### config.mk
export PLATFORM = sky130hd
export DESIGN_NAME = gf180mcu_osu_sc_12t_cell_bist2
export DESIGN_NICKNAME = d
export VERILOG_FILES = /design/src/rtl/gf180mcu_osu_sc_12T_bist_pkg.sv /design/src/rtl/gf180mcu_osu_sc_12T_bist_timer.sv /design/src/rtl/gf180mcu_osu_sc_12t_cell_bist2.sv
export SDC_FILE = /design/constraint.sdc
export NUM_CORES = 1
export LEC_CHECK = 0
export CAP_MARGIN = 20
export CORE_AREA = 5 5 106 58
export CTS_CLUSTER_DIAMETER = 60
export DETAILED_ROUTE_END_ITERATION = 6
export DIE_AREA = 0 0 111 63
export DONT_BUFFER_PORTS = 1
export GPL_TIMING_DRIVEN = 0
export PLACE_DENSITY = 0.52
export SYNTH_ARGS = -nofsm -noshare
export SYNTH_HDL_FRONTEND = slang
export SYNTH_SLANG_ARGS = --single-unit
### constraint.sdc
create_clock -name CLK -period 3.51 [get_ports CLK]
set_input_delay 0.351 -clock CLK [delete_from_list [all_inputs] [get_ports CLK]]
set_output_delay 0.351 -clock CLK [all_outputs]
set_load 0.01 [all_outputs]
### src/rtl/gf180mcu_osu_sc_12T_bist_pkg.sv
// gf180mcu_osu_sc_12T_bist_pkg: sequencer states and 2-input cell truth tables
package gf180mcu_osu_sc_12T_bist_pkg;
  typedef enum logic [1:0] {S_IDLE, S_SETTLE, S_SAMPLE, S_DONE} state_t;
  localparam logic [3:0] TT_AND2  = 4'b1000;
  localparam logic [3:0] TT_OR2   = 4'b1110;
  localparam logic [3:0] TT_NAND2 = 4'b0111;
  localparam logic [3:0] TT_NOR2  = 4'b0001;
  localparam logic [3:0] TT_XOR2  = 4'b0110;
  localparam logic [3:0] TT_XNOR2 = 4'b1001;
endpackage

### src/rtl/gf180mcu_osu_sc_12T_bist_timer.sv
// gf180mcu_osu_sc_12T_bist_timer: 8-bit loadable down-counter for the settle interval
module gf180mcu_osu_sc_12T_bist_timer (
  input  logic       clk,
  input  logic       rst,
  input  logic       load,
  input  logic       en,
  input  logic [7:0] value,
  output logic       expire
);
  logic [7:0] cnt;
  always_ff @(posedge clk)
    if (rst) cnt <= '0;
    else if (load) cnt <= value;
    else if (en && cnt != 8'd0) cnt <= cnt - 8'd1;
  assign expire = en && cnt == 8'd1;
endmodule

### src/rtl/gf180mcu_osu_sc_12t_cell_bist2.sv
// gf180mcu_osu_sc_12t_cell_bist2: exhaustive self-test sequencer for one 2-input cell
module gf180mcu_osu_sc_12t_cell_bist2
  import gf180mcu_osu_sc_12T_bist_pkg::*;
#(
  parameter logic [3:0] TRUTH         = TT_AND2,
  parameter int         SETTLE_CYCLES = 2,
  parameter int         ITERS         = 1,
  parameter int         CNT_W         = 3
) (
  input  logic             CLK,
  input  logic             RST,
  input  logic             START,
  output logic             A_O,
  output logic             B_O,
  input  logic             Y_I,
  output logic             BUSY,
  output logic             DONE,
  output logic             PASS,
  output logic [CNT_W-1:0] ERRCNT,
  output logic [3:0]       FAIL_VEC
);
  state_t     state;
  logic [1:0] v;
  logic [7:0] iter;
  logic       any_err;
  logic       expire;
  // timer reloads whenever not settling, so it always enters SETTLE full
  gf180mcu_osu_sc_12T_bist_timer u_timer (
    .clk(CLK), .rst(RST), .load(state != S_SETTLE), .en(state == S_SETTLE),
    .value(8'(SETTLE_CYCLES)), .expire(expire)
  );
  assign {A_O, B_O} = v;
  assign BUSY = state != S_IDLE;
  assign DONE = state == S_DONE;
  always_ff @(posedge CLK)
    if (RST) begin
      state    <= S_IDLE;
      v        <= '0;
      iter     <= '0;
      any_err  <= 1'b0;
      PASS     <= 1'b0;
      ERRCNT   <= '0;
      FAIL_VEC <= '0;
    end else begin
      case (state)
        S_IDLE: if (START) begin
          ERRCNT   <= '0;
          FAIL_VEC <= '0;
          PASS     <= 1'b0;
          any_err  <= 1'b0;
          v        <= '0;
          iter     <= '0;
          state    <= S_SETTLE;
        end
        S_SETTLE: if (expire) state <= S_SAMPLE;
        S_SAMPLE: begin
          if (Y_I !== TRUTH[v]) begin
            ERRCNT      <= ERRCNT == {CNT_W{1'b1}} ? ERRCNT : ERRCNT + 1'b1;
            FAIL_VEC[v] <= 1'b1;
            any_err     <= 1'b1;
          end
          if (v != 2'd3) begin
            v     <= v + 2'd1;
            state <= S_SETTLE;
          end else if (iter != 8'(ITERS - 1)) begin
            iter  <= iter + 8'd1;
            v     <= '0;
            state <= S_SETTLE;
          end else state <= S_DONE;
        end
        S_DONE: begin
          PASS  <= ~any_err;
          v     <= '0;
          state <= S_IDLE;
        end
        default: state <= S_IDLE;
      endcase
    end
endmodule

## Word-level counts from Yosys, hierarchy flattened

Index checks and enable logic that the tools add are counted.

- Register bits: 29
- Bits in latches: 0
- Bits in writable memories: 0
- Bits in read-only memories: 0
- Input bits: 4
- Output and inout port bits: 12
- Logic and storage cells: 80
- Memories kept: 0

- Add/subtract/negate cells: 4
- Multipliers: 0
- Div/mod/pow operators: 0
- Order comparisons: 2
- Eq/ne operators: 15
- Shifts and indexed selects: 0
- Mux-type cells: 30
- Bitwise operators: 2
- Reductions and logical operators: 18

Operator list:

| kind | count |
|---|---|
| 8-bit two-way mux | 3 |
| 2-bit two-way mux | 9 |
| 8-bit one-hot mux with 2 select lines | 1 |
| 8-bit nonzero test | 2 |
| 2-bit inequality test, second input constant | 7 |
| 3-bit two-way mux | 3 |
| 8-bit by 1-bit adder with 8-bit output, second input constant | 1 |
| 8-bit by 1-bit == test with 1-bit output, second input constant | 1 |
| 4-bit two-way mux | 2 |
| 2-bit one-hot mux with 4 select lines | 1 |
| 4-bit one-hot mux with 2 select lines | 1 |
| 4-bit AND reduction | 2 |
| 2-bit nonzero test | 4 |
| 8-bit by 1-bit subtractor with 8-bit output, second input constant | 1 |
| 2-bit one-hot mux with 3 select lines | 1 |
| 3-bit one-hot mux with 2 select lines | 1 |
| 3-bit AND reduction | 2 |
| 2-bit == test, second input constant | 2 |
| 1-bit two-way mux | 4 |
| 4-bit bitwise OR | 1 |
| 1-bit one-hot mux with 2 select lines | 2 |
| 2-bit AND reduction | 2 |
| 3-bit by 1-bit adder with 3-bit output, second input constant | 1 |
| 3-bit == test, second input constant | 1 |
| 14 further kinds | 16 |

## Logic depth before layout (Yosys ltp)

- Word-level depth: 7
- Gate-level depth with buffers: 7
- Gate-level depth less buffers: 6

## Modules after synthesis

Synthesis repeated with hierarchy kept, for this count alone.

- Cells, all modules: 196
- Area, all modules: 1625.3 µm²

Modules (own cells, without submodules):

| module | instances | cells each | area an instance (µm²) | sequential area each (µm²) |
|---|---|---|---|---|
| gf180mcu_osu_sc_12t_cell_bist2 | 1 | 133 | 1112.3 | 420.4 |
| gf180mcu_osu_sc_12T_bist_timer | 1 | 63 | 513.0 | 160.2 |

## Least setup slack after synthesis

No wires, ideal clock.

- Path kind: reg2reg
- Start point: register v[0]
- End point: register v[1]
- Library setup time: 101 ps
- Data arrival time: 1712 ps
- Data required time: 3409 ps
- Slack: 1697 ps
- Cell stages (with the launch flop): 6
- Buffers on the path: 0
- Period minus slack after synthesis: 1813 ps
- Cells stage by stage: dfxtp_1 > ha_1 > or4b_2 > o32ai_2 > nand3b_1 > o41ai_1

- Cells in the longest elaborated chain, start to end: 3
- Elaborated cells on any way between the ends: 6
- Classes of those cells: add/sub (1); eq/ne (2); mux (2); reduce/logical (1)

Ends and longest elaborated chain:

| element | RTL line | source |
|---|---|---|
| from (decl) | gf180mcu_osu_sc_12t_cell_bist2.sv:23 | `logic [1:0] v;` |
| from (signal assigned) | gf180mcu_osu_sc_12t_cell_bist2.sv:63 | `v <= v + 2'd1;` |
| 2-bit by 1-bit adder with 2-bit output or 2-bit inequality test (tied branches) | gf180mcu_osu_sc_12t_cell_bist2.sv:63, gf180mcu_osu_sc_12t_cell_bist2.sv:62 |  |
| 2-bit two-way mux or 3-bit inequality test (tied branches) | -- |  |
| 2-bit one-hot mux with 3 select lines or 3-bit AND reduction (tied branches) | -- |  |

Parallel ways exist; a longest one is shown, timed or not.
A chain may end at the register's enable or synchronous reset.

## Final worst setup path

- Start point: register v[0]
- End point: register iter[1]

- Cells in the longest elaborated chain, start to end: 3

Ends and longest elaborated chain:

| element | RTL line | source |
|---|---|---|
| 2-bit inequality test | gf180mcu_osu_sc_12t_cell_bist2.sv:62 | `if (v != 2'd3) begin` |
| 2-bit inequality test (no line) | -- |  |
| 4-bit AND reduction (no line) | -- |  |
| to (signal assigned) | gf180mcu_osu_sc_12t_cell_bist2.sv:66 | `iter <= iter + 8'd1;` |
| to (decl) | gf180mcu_osu_sc_12t_cell_bist2.sv:24 | `logic [7:0] iter;` |

Every way passes these cells.

==> impl_metrics.toml <==
[outcome]
status = "finished clean"

[clock_tree]
post_cts_buffers = 0
cts-resized-gates = 0
cts-root-buf = "clkbuf_8"
clockBufferDepth = 2
clkTransAtPathRegs_ns = 0.06
cts_tree = "yes"
postCtsHoldBufs = 0
numCtsBuffers = 5
clkSinkCount = 29
clock_latency_ns = 0.28
htreeDepth = 2

[setup_path]
cpPeakStageDelay_ns = 0.49
path_cells = "ha_1 -> mux2i_1 -> or2_2 -> or4_1 -> a21oi_1"
crit_family = "simple AND/OR/NAND/NOR gates"
path_max_fanout = 6
worstPathRequired_ns = 3.72
cp_slowest_cell = "dfxtp_1"
worstSetupEndpointType = "flip-flop"
critical_path_buf_inv_count = 0
start_kind = "flip-flop"
arrival_ns = 2.27
crit_type = "flip-flop to flip-flop"
r2r_setup_slack_ns = 1.45

[detailed_routing]
wirelength_mm = 3.483
drt_iter0_drc = 64
vias = 1203
drc = 0
first_pass_iters = 5
vias_per_cell = 4.774
routedWlPerCell_um = 13.82
antenna_left = 0

[logic_synthesis]
yosys.area.top_type_share_pct = 38.86
syn_area_per_cell_um2 = 8.736
synth_edf_count = 0
synth_area_leaders = "dfxtp_1 (39%), ha_1 (8.4%), a21oi_1 (5.4%), nor2_1 (5.3%), xnor2_1 (5.3%)"
yosysUniqueCellTypes = 41
synth_compound_area_share_pct = 13.15
synth.most_common_cell = "dfxtp_1"
syn_nets = 185
synth_cells = 171
synth_top_family_by_area = "simple AND/OR/NAND/NOR gates"
yosysWarningCount = 0
seq_area_frac_synth_pct = 38.86
yosys-top-cells-count = "dfxtp_1 (29), nor2_1 (21), a21oi_1 (16), ha_1 (10), inv_1 (10)"
syn_area_um2 = 1494
synthXorXnorAreaFrac_pct = 6.449
yosys.area_share.simple_pct = 26.88
yosysTopAreaCell = "dfxtp_1"
synthArstFlopShare_pct = 0
yosys.area_share.adder_pct = 8.375
ys_ff_latch = 29
synthMuxAreaShare_pct = 1.340
synth_ff_type = "dfxtp_1"

[global_routing]
grt_remaining_overflow = 0
antenna_found_initial = 0
grt_max_degree = 11
grt_pass1_vias = 1139
grt_first_pass_wirelength_mm = 5.761
grt_usage_pct = 10.53

[floorplanning]
fp.dieW_um = 111
num_io_pins = 16
core_um2 = 5206
rows = 19
start_util_pct = 28.70
dieArea_um2 = 6993
die_h_um = 63

[finish]
final_nets = 192
fill_cells = 551
area_delta_synth_final_pct = 13.90
drive_gt1_share_pct = 10.61
insertedDiodeCount = 0
fin_cells = 252

[sta]
fin_setup_tns_ns = 0
slew_violations = 0
finClkSkew_ns = 0.005886
setup_violations = 0
finalHoldViolCount = 0
tightest_slew_ns = 0.8107
max_freq_ghz = 0.4865
rsz0062_at_grt = "false"
period_share_pct = 58.56
min_period_ns = 2.055
max_slew_margin_pct = 45.45

[worst_hold_path]
hold_class = "input pin to flip-flop"

[power]
power_density_nw_per_um2 = 447.4
peakVddDrop_uv = 139.2
p_leak_nw = 0.5987

[placement]
dpl.hpwl_mm = 2.614
numPortBuffers = 0
numPlacedInstances = 244
gp_congestion = 0.8258

[run]
max_cap_viol_count = 0
-- worst register-to-register path, stage by stage (launching register included) --
cell and delay [ns]:
dfxtp_1 0.49, ha_1 0.34, mux2i_1 0.23, or2_2 0.38, or4_1 0.41, a21oi_1 0.15
-- flip-flops by register name, indices dropped and copies added, names as in the netlist --
register and flops:
iter 8, FAIL_VEC 4, ERRCNT 3, u_timer.cnt 8, any_err 1, v 2, state 2, PASS 1
-- power breakdown --
part	internal [mW]	switching, mW
combinational	0.0243	0.0372
clock	0.231	0.129
sequential	0.335	0.00517
-- cell families (layout without fill, tap and decap cells) --
logic type,count (synthesis),in the layout
AOI/OAI and AO/OA,31,31
xor gates and xnor gates,11,11
adders and majority gates,10,10
buffers and inverters,15,23
DFF,29,29
muxes,2,2
and+or+nand+nor,73,73
-- area by class of cell --
type | count | area, µm² | area share (%)
Buffer | 5 | 36.28 | 2.132
Tap cell | 73 | 91.34 | 5.368
Inverter | 10 | 37.54 | 2.206
Multi-Input combinational cell | 127 | 839.6 | 49.34
Sequential cell | 29 | 580.6 | 34.12
Clock inverter | 1 | 30.03 | 1.765
Clock buffer | 7 | 86.33 | 5.074
-- worst paths after layout --
| kind | from | end | cells past startpoint |
|---|---|---|---|
| max | v[0] | iter[1] | 5 |
| min | RST | v[1] | 1 |
| min reg2reg | any_err | any_err | 2 |
| max reg2reg | v[0] | iter[1] | 5 |
-- per-layer routing --
layer | part of all wire [%] | global-route usage (%) | vias up
li1 | - | - | 617
met1 | 56 | 15.87 | 543
met2 | 33 | 12.16 | 38
met3 | 9.3 | 4.642 | 5
met4 | 1.5 | 4.608 | 0
met5 | 0 | 0 | -
-- metrics by stage --
stage | instance area [µm²] | hold slack (ns) | power [mW] | setup WS [ns] | util (%)
after global placement | 1585 | 0.4602 | 0.4078 | 1.499 | 30.45
after detailed placement | 1585 | 0.4625 | 0.4081 | 1.454 | 30.45
after global routing | 1702 | 0.1546 | 0.7976 | 1.299 | 32.68
final | 1702 | 0.1685 | 0.7613 | 1.455 | 32.68
after CTS | 1702 | 0.1565 | 0.7762 | 1.446 | 32.68
after floorplan | 1494 | 0.4411 | 0.3940 | 1.697 | -
-- cells in the final DEF (no fill, tap or decap), types with 2 or more instances in the layout --
cell type  count
o21ai_0        4
o211ai_1       2
nor3_1         8
or3_1          3
nand2b_1       6
or2_2          3
dfxtp_1       29
a21oi_1       16
clkbuf_1       4
nor4_1         2
or4_1          4
clkbuf_8       7
xnor2_1        9
inv_1         10
mux2i_1        2
nor2b_1        2
nand3_1        5
o31ai_1        2
nand2_1        8
ha_1          10
nor2_1        21
xor2_1         2
(Power assumes the default switching activity.)
